## src/rtl/pipe_stall_ctrl_pkg.sv

```systemverilog
// Shared definitions for the pipeline stall controller.
// Contents: the stall bus width and bit meaning, the Stop/NoStop levels, the
// canonical stall bus patterns, the mul/div op encodings, the mul/div sequencer
// FSM state encodings, and a helper that maps stall causes onto a bus pattern.
// Stall bus bit order: bit0 PC, bit1 IF, bit2 ID, bit3 EX, bit4 MEM, bit5 WB.
package pipe_stall_ctrl_pkg;

  localparam int STALL_BUS_W = 6;

  localparam logic STOP    = 1'b1;
  localparam logic NO_STOP = 1'b0;

  localparam logic [STALL_BUS_W-1:0] STALL_NONE = 6'b000000;
  localparam logic [STALL_BUS_W-1:0] STALL_ID   = 6'b000111;
  localparam logic [STALL_BUS_W-1:0] STALL_EX   = 6'b001111;

  typedef enum logic [1:0] {
    MD_MULT  = 2'b00,
    MD_MULTU = 2'b01,
    MD_DIV   = 2'b10,
    MD_DIVU  = 2'b11
  } md_op_e;

  typedef enum logic [1:0] {
    ST_IDLE = 2'b00,
    ST_BUSY = 2'b01,
    ST_DONE = 2'b10
  } md_state_e;

  // EX stall wins over ID: stopping EX also freezes everything upstream of it,
  // which already contains the ID request. MEM and WB keep draining.
  function automatic logic [STALL_BUS_W-1:0] stall_pattern(input logic ex_stall,
                                                           input logic id_stall);
    logic [STALL_BUS_W-1:0] pat;
    if (ex_stall == STOP) begin
      pat = STALL_EX;
    end else if (id_stall == STOP) begin
      pat = STALL_ID;
    end else begin
      pat = STALL_NONE;
    end
    return pat;
  endfunction

endpackage

```

## src/rtl/pipe_stall_ctrl_sat_counter.sv

```systemverilog
// Saturating up-counter (sat_counter).
// Ports:
//   clk   - clock
//   clr   - synchronous clear (highest priority)
//   inc   - count enable; the count holds once it reaches all-ones
//   count - current count value
module pipe_stall_ctrl_sat_counter #(
  parameter int W = 32
) (
  input  logic         clk,
  input  logic         clr,
  input  logic         inc,
  output logic [W-1:0] count
);

  logic [W-1:0] count_r;

  // Count register: clear, saturating increment, or hold.
  always_ff @(posedge clk) begin
    if (clr) begin
      count_r <= '0;
    end else if (inc && (count_r != {W{1'b1}})) begin
      count_r <= count_r + W'(1);
    end else begin
      count_r <= count_r;
    end
  end

  assign count = count_r;

endmodule

```

## src/rtl/pipe_stall_ctrl.sv

```systemverilog
// Central pipeline stall controller and iterative mul/div sequencer.
// Ports:
//   clk, rst      - clock, synchronous active-high reset
//   stallreq_id   - load-use hazard request from ID (level)
//   ex_md_req     - EX holds an unfinished mul/div instruction (level)
//   ex_md_op      - mul/div operation presented by EX
//   md_ready      - mul/div unit result valid (1-cycle pulse)
//   flush         - cancel any in-flight mul/div
//   stall         - stall bus to PC/IF/ID/EX/MEM/WB (1 = stop)
//   md_start      - start pulse to the mul/div unit
//   md_op         - operation latched at start
//   md_cancel     - abort pulse to the mul/div unit
//   md_busy       - sequencer is waiting on the unit
//   md_done       - EX takes the mul/div result this cycle
//   md_err        - sticky flag: the unit never answered and was timed out
//   stall_cycles  - saturating count of cycles in which the PC was stopped
module pipe_stall_ctrl
  import pipe_stall_ctrl_pkg::*;
#(
  parameter int STALL_W    = STALL_BUS_W,
  parameter int MD_TIMEOUT = 64,
  parameter int CNT_W      = 32
) (
  input  logic               clk,
  input  logic               rst,
  input  logic               stallreq_id,
  input  logic               ex_md_req,
  input  logic [1:0]         ex_md_op,
  input  logic               md_ready,
  input  logic               flush,
  output logic [STALL_W-1:0] stall,
  output logic               md_start,
  output logic [1:0]         md_op,
  output logic               md_cancel,
  output logic               md_busy,
  output logic               md_done,
  output logic               md_err,
  output logic [CNT_W-1:0]   stall_cycles
);

  localparam int TO_W = $clog2(MD_TIMEOUT) + 1;
  localparam logic [TO_W-1:0] TO_LAST = TO_W'(MD_TIMEOUT - 1);

  md_state_e    state_r;
  md_state_e    state_nxt_s;
  md_op_e       md_op_r;
  logic         md_err_r;
  logic [TO_W-1:0] to_cnt_r;

  logic         md_start_s;
  logic         md_cancel_s;
  logic         timeout_s;
  logic         ex_stall_s;
  logic [STALL_W-1:0] stall_s;

  // Sequencer state, latched op, timeout counter and sticky error flag.
  always_ff @(posedge clk) begin
    if (rst) begin
      state_r  <= ST_IDLE;
      md_op_r  <= MD_MULT;
      md_err_r <= 1'b0;
      to_cnt_r <= '0;
    end else begin
      state_r <= state_nxt_s;
      if (md_start_s) begin
        md_op_r  <= md_op_e'(ex_md_op);
        to_cnt_r <= '0;
      end else if (state_r == ST_BUSY) begin
        md_op_r  <= md_op_r;
        to_cnt_r <= to_cnt_r + TO_W'(1);
      end else begin
        md_op_r  <= md_op_r;
        to_cnt_r <= to_cnt_r;
      end
      if (timeout_s) begin
        md_err_r <= 1'b1;
      end else begin
        md_err_r <= md_err_r;
      end
    end
  end

  // Next-state and handshake pulses. While rst is high nothing is driven:
  // the mul/div unit shares the reset, so no cancel is needed either.
  always_comb begin
    state_nxt_s = state_r;
    md_start_s  = 1'b0;
    md_cancel_s = 1'b0;
    timeout_s   = 1'b0;
    if (rst) begin
      state_nxt_s = ST_IDLE;
    end else begin
      case (state_r)
        ST_IDLE: begin
          // md_ready is deliberately ignored here (stale or late pulse).
          if (ex_md_req && !flush) begin
            md_start_s  = 1'b1;
            state_nxt_s = ST_BUSY;
          end else begin
            state_nxt_s = ST_IDLE;
          end
        end
        ST_BUSY: begin
          if (flush) begin
            md_cancel_s = 1'b1;
            state_nxt_s = ST_IDLE;
          end else if (md_ready) begin
            state_nxt_s = ST_DONE;
          end else if (to_cnt_r == TO_LAST) begin
            // Unit never answered: force completion so the pipe cannot deadlock.
            timeout_s   = 1'b1;
            state_nxt_s = ST_DONE;
          end else begin
            state_nxt_s = ST_BUSY;
          end
        end
        ST_DONE: begin
          state_nxt_s = ST_IDLE;
        end
        default: begin
          state_nxt_s = ST_IDLE;
        end
      endcase
    end
  end

  // Stall bus: EX is held from the start cycle through BUSY and released in
  // DONE so it advances with the result; a flush drops the EX hold at once.
  always_comb begin
    ex_stall_s = ex_md_req && (state_r != ST_DONE) && !flush;
    if (rst) begin
      stall_s = STALL_W'(STALL_NONE);
    end else begin
      stall_s = STALL_W'(stall_pattern(ex_stall_s, stallreq_id));
    end
  end

  pipe_stall_ctrl_sat_counter #(
    .W (CNT_W)
  ) u_stall_cnt (
    .clk   (clk),
    .clr   (rst),
    .inc   (stall_s[0]),
    .count (stall_cycles)
  );

  assign stall     = stall_s;
  assign md_start  = md_start_s;
  assign md_cancel = md_cancel_s;
  assign md_busy   = !rst && (state_r == ST_BUSY);
  assign md_done   = !rst && (state_r == ST_DONE);
  assign md_op     = md_op_r;
  assign md_err    = md_err_r;

endmodule

```

## config.mk

```make
export PLATFORM = sky130hd
export DESIGN_NAME = pipe_stall_ctrl
export DESIGN_NICKNAME = d
export VERILOG_FILES = /design/src/rtl/pipe_stall_ctrl_pkg.sv /design/src/rtl/pipe_stall_ctrl_sat_counter.sv /design/src/rtl/pipe_stall_ctrl.sv
export SDC_FILE = /design/constraint.sdc
export NUM_CORES = 1
export LEC_CHECK = 0
export BUFFER_PORTS_ARGS = -buffer_cell sky130_fd_sc_hd__buf_2
export CORE_AREA = 2 2 67 69
export DETAILED_ROUTE_END_ITERATION = 8
export DIE_AREA = 0 0 69 71
export GPL_ROUTABILITY_DRIVEN = 0
export PLACE_DENSITY = 0.77
export SETUP_SLACK_MARGIN = 0.3
export SLEW_MARGIN = 25
export SYNTH_ARGS = -nofsm -noshare
export SYNTH_HDL_FRONTEND = slang
export SYNTH_SLANG_ARGS = --single-unit
```

## constraint.sdc

```tcl
create_clock -name clk -period 2.66 [get_ports clk]
set_clock_uncertainty 0.1 [all_clocks]
set_input_delay 0.133 -clock clk [delete_from_list [all_inputs] [get_ports clk]]
set_output_delay 0.133 -clock clk [all_outputs]
set_load 0.05 [all_outputs]
```

# Word level (Yosys, flattened, before mapping)
# Cells that the tools add are included.
# op_classes
multipliers,0
mux,19
n_shift,0
div_mod_pow,0
magnitude_cmp,0
add_sub_neg,2
n_eq_ne,5
n_reduce_logical,10
bitwise,0
# ops
cell,n
$add 32x1->32 const B,1
$ne 32x32->1 const B,1
$mux 1,12
$mux 4,2
$add 7x1->7 const B,1
$eq 7x6->1 const B,1
$logic_and 1x1->1,6
$mux 2,3
$pmux 2 s2,1
$mux 3,1
$eq 2x1->1 const B,1
$eq 2x2->1 const B,1
$logic_not 1->1,2
$logic_not 2->1,1
$ne 2x2->1 const B,1
$reduce_or 2->1,1
# word_totals
latchBits,0
mem_bits_ro,0
word_cells,41
input_bits,8
mem_bits_rw,0
output_inout_bits,45
ff_bits,44
n_memories,0

# Depth between registers and ports, before layout
# depth
word_depth,6
ltp_mapped,9
ltp_nobuf,7

# By module
# From an unflattened synthesis, not the netlist that was laid out.
# unflattened
cells_unflattened,265
area_unflattened_um2,2277.2
# modules_own_cells
mod,area_per_inst_um2,cells_per_inst,n_inst
pipe_stall_ctrl_sat_counter,1674.1,199,1
pipe_stall_ctrl,603.1,66,1

# Worst setup path after synthesis
# OpenSTA, ideal clock, no wires.
# synth_path
path_type,register to register
start,reg u_stall_cnt.count_r[0] (netlist: u_stall_cnt.count[0])
end,reg u_stall_cnt.count_r[29] (netlist: u_stall_cnt.count[29])
path_stages_with_launch,10
required_ps,2432
t_arrival_ps,2299
period_less_slack_ps,2526
n_path_buf,2
setup_ps,128
setup_slack_ps,134
path_cell_list,dfxtp_1 > ha_1 > and3_1 > nand2_1 > or4_1 > buf_6 > buf_6 > nand4_1 > xor2_1 > nor2_1
# synth_via
elab_chain_cells,2
# synth_rtl
item,line_no,source
start: declaration,pipe_stall_ctrl_sat_counter.sv:16,logic [W-1:0] count_r;
start signal: assignment,pipe_stall_ctrl_sat_counter.sv:23,count_r <= count_r + W'(1);
start signal: assignment,pipe_stall_ctrl_sat_counter.sv:25,count_r <= count_r;
branches (longest 2 deep; another with $add 32x1->32),--,
# Parallel ways; which one is timed is not known.
# A chain may end at the register's enable or synchronous reset.

# Worst setup path in the final report
# layout_path
start,in flush
end,reg u_stall_cnt.count_r[21] (netlist: u_stall_cnt.count[21])
# layout_via
elab_chain_cells,5
# layout_rtl
item,line_no,source
start: declaration,pipe_stall_ctrl.sv:30,"input logic flush,"
$logic_not 1->1,pipe_stall_ctrl.sv:130,ex_stall_s = ex_md_req && (state_r != ST_DONE) && !flush;
$logic_and 1x1->1,pipe_stall_ctrl.sv:130,
$mux 4,pipe_stall_ctrl_pkg.sv:35,if (ex_stall == STOP) begin
$mux 4,pipe_stall_ctrl.sv:131,if (rst) begin
$logic_and 1x1->1,pipe_stall_ctrl_sat_counter.sv:22,end else if (inc && (count_r != {W{1'b1}})) begin
# No other way between the ends.

==> impl_metrics.yaml <==
yosys:
  yosysTopAreaCellShare_pct: 41.8
  synth_area_um2: 2110
  yosysWarnings: 0
  avgSynthCellArea_um2: 8.56
  yosysTopAreaCell: "dfxtp_1"
  synthTopCellsByArea: "dfxtp_1 42%, xor2_1 11%, nor2_1 7.7%"
  synth_cell_types: 36
  syn_inst: 246
  yosysSeqAreaShare_pct: 41.8
  synth-seq-cells: 44
die:
  ios: 53
  start_util_pct: 50.1
  die_area_um2: 4900
  die_w_um: 69
  num_rows: 24
  die_y_um: 71
  core_um2: 4200
critical_path:
  crit_chain: "dlygate4sd3_1 -> buf_2 -> nor2b_1 -> a21oi_1 -> nor3_1 -> nand3_1 -> xor2_1 -> nor2_1"
  cp.required_ns: 2.74
  crit_buf_inv: 2
  start_kind: "primary input"
  path_delay_family: "simple AND/OR/NAND/NOR gates"
  crit_type: "primary input to register"
  cp_data_arrival_time_ns: 2.27
  critPathCaptureType: "register"
  slowest_delay_ns: 0.58
  cp_max_fo: 6
  slowest_stage: "nor3_1"
clock_tree:
  htreeDepth: 2
  tritoncts: "yes"
  cts_buffers: 5
  cts.path.max_buffers: 2
  clock_sinks: 44
  worstSkewPairLatency_ns: 0.30
  clk_pin_slew_ns: 0.09
  clockRootBuffer: "clkbuf_8"
sta:
  hold_viol_final: 0
  fin_crit_ns: 2.20
  final_max_slew_viol_count: 0
  worst_pin_slew_ns: 0.652
  fmax_mhz: 455
  setup_violations: 0
  rsz0062_at_grt: "no"
  relSlewSlack_pct: 56.2
  worst_slack_ns: 0.462
  tns_ns: 0
  fin_crit_sh_pct: 82.6
  holdWs_ns: 0.0163
routing:
  vias_per_cell: 5.35
  drt-initial-drc-count: 79
  drc_errors: 0
  ant_nets: 0
  wirelength_um: 4420
  firstDrtPassIters: 4
  wire_per_inst_um: 12.6
  vias: 1882
global_route:
  grt_overflow: 0
  grt_pass1_wl_um: 7600
  antenna_found_initial: 0
  grt_pass1_vias: 1718
  grt_usage_pct: 18.7
  grt_max_degree: 35
hold_path:
  hold_path_class: "primary input to register"
finish:
  fillers: 391
  final_nets: 309
  final_cells: 352
  syn2layout_area_growth_pct: 21.3
  antenna_cells: 0
  layout_commonest_cell: "buf_2"
  most-common-layout-cells: "50 x buf_2, 43 x nor2_1, 28 x dfxtp_1"
  multi_input_area_um2: 1150
  register_area_um2: 901
  layout-drive-gt1-share_pct: 30.0
place:
  dpl_worst_slack_ns: 0.504
  port_buffers: 50
  place.detailed.hpwl_um: 3190
  dp.cells: 341
power_and_ir_drop:
  power.leakage_nw: 1.11
  power_mw: 1.31
  ir_drop_uv: 335
  power.density_nw_per_um2: 512
flow_run:
  drv_cap: 0
status:
  status: "complete, no violations"
[per-stage QoR]
step	utilization, %	area [um2]
floorplan	-	2130
detailed placement	57.2	2400
global route	60.7	2550
global placement	57.2	2400
finish	60.7	2550
CTS	60.6	2550
[layer usage]
| layer | up-vias | track usage [%] | part of all wire (%) |
|---|---|---|---|
| met4 | 0 | 5.88 | 0.91 |
| li1 | 952 | - | - |
| met2 | 44 | 31.2 | 48 |
| met1 | 882 | 23.4 | 46 |
| met3 | 4 | 5.41 | 5.4 |
| met5 | - | 0 | 0 |
[flip-flops by register name, indices dropped and copies added, names as in the netlist]
register / count
md_err: 1
md_op: 2
u_stall_cnt.count: 32
to_cnt_r: 7
state_r: 2
[worst reg2reg max path, cell delays in order (launching register included)]
cell     delay [ns]
dfxtp_2        0.37
ha_1           0.18
and3_1         0.21
nand2_1        0.09
or4_1          0.57
buf_4          0.21
nand2_2        0.13
xor2_1         0.16
nor2_1         0.05
[layout make-up]
cell class              instances  area share, %
clock inverters                 3           1.81
clock buffers                   5           2.69
multi-input cells             189           44.9
well taps                      52           2.55
flip-flops and latches         44           35.3
repair buffers                 59           12.7
[worst paths after layout]
check,startpoint,to,slack (ns),cells after the start
max reg2reg,u_stall_cnt.count[0],u_stall_cnt.count[0],0.47,8
min reg2reg,md_err,md_err,0.38,2
min,md_ready,state_r[0],0.02,4
max,flush,u_stall_cnt.count[21],0.46,8
[Yosys cell counts, drive strengths merged]
cell type / number
and4: 4
nand4: 17
nand2: 14
nand3b: 3
nor2: 43
nor3: 3
clkbuf: 6
nand4b: 1
or4: 1
dfxtp: 44
nor2b: 4
buf: 8
xnor2: 3
xor2: 27
nor3b: 1
conb: 1
o21ai: 7
a21oi: 9
mux2i: 2
and2: 4
or3: 8
and3: 11
nand2b: 2
nor4bb: 1
or2: 3
a31oi: 1
nand3: 13
ha: 2
o21bai: 1
nor4: 2
[power by group]
group	internal [mW]	switching (mW)
registers	0.666	0.00734
logic	0.0287	0.0818
clock network	0.283	0.240
total	0.978	0.329
[kinds of logic after synthesis]
kind of cell | Yosys count | share of synthesized area (%)
adders and majority gates | 2 | 1.19
buffers and inverters | 14 | 4.10
muxes | 2 | 0.951
DFF | 44 | 41.8
xor gates and xnor gates | 30 | 12.5
other | 1 | 0.178
and+or+nand+nor | 135 | 34.8
AOI/OAI and AO/OA | 18 | 4.46
[timing repair]
action,4_1_cts,5_1_grt
hold buffers,3,0
endpoints found under the hold margin,3,0
endpoints found under the setup margin,0,1
setup buffers,0,0
resized for setup,0,1
Note: power is estimated with default switching activity, not from simulation.
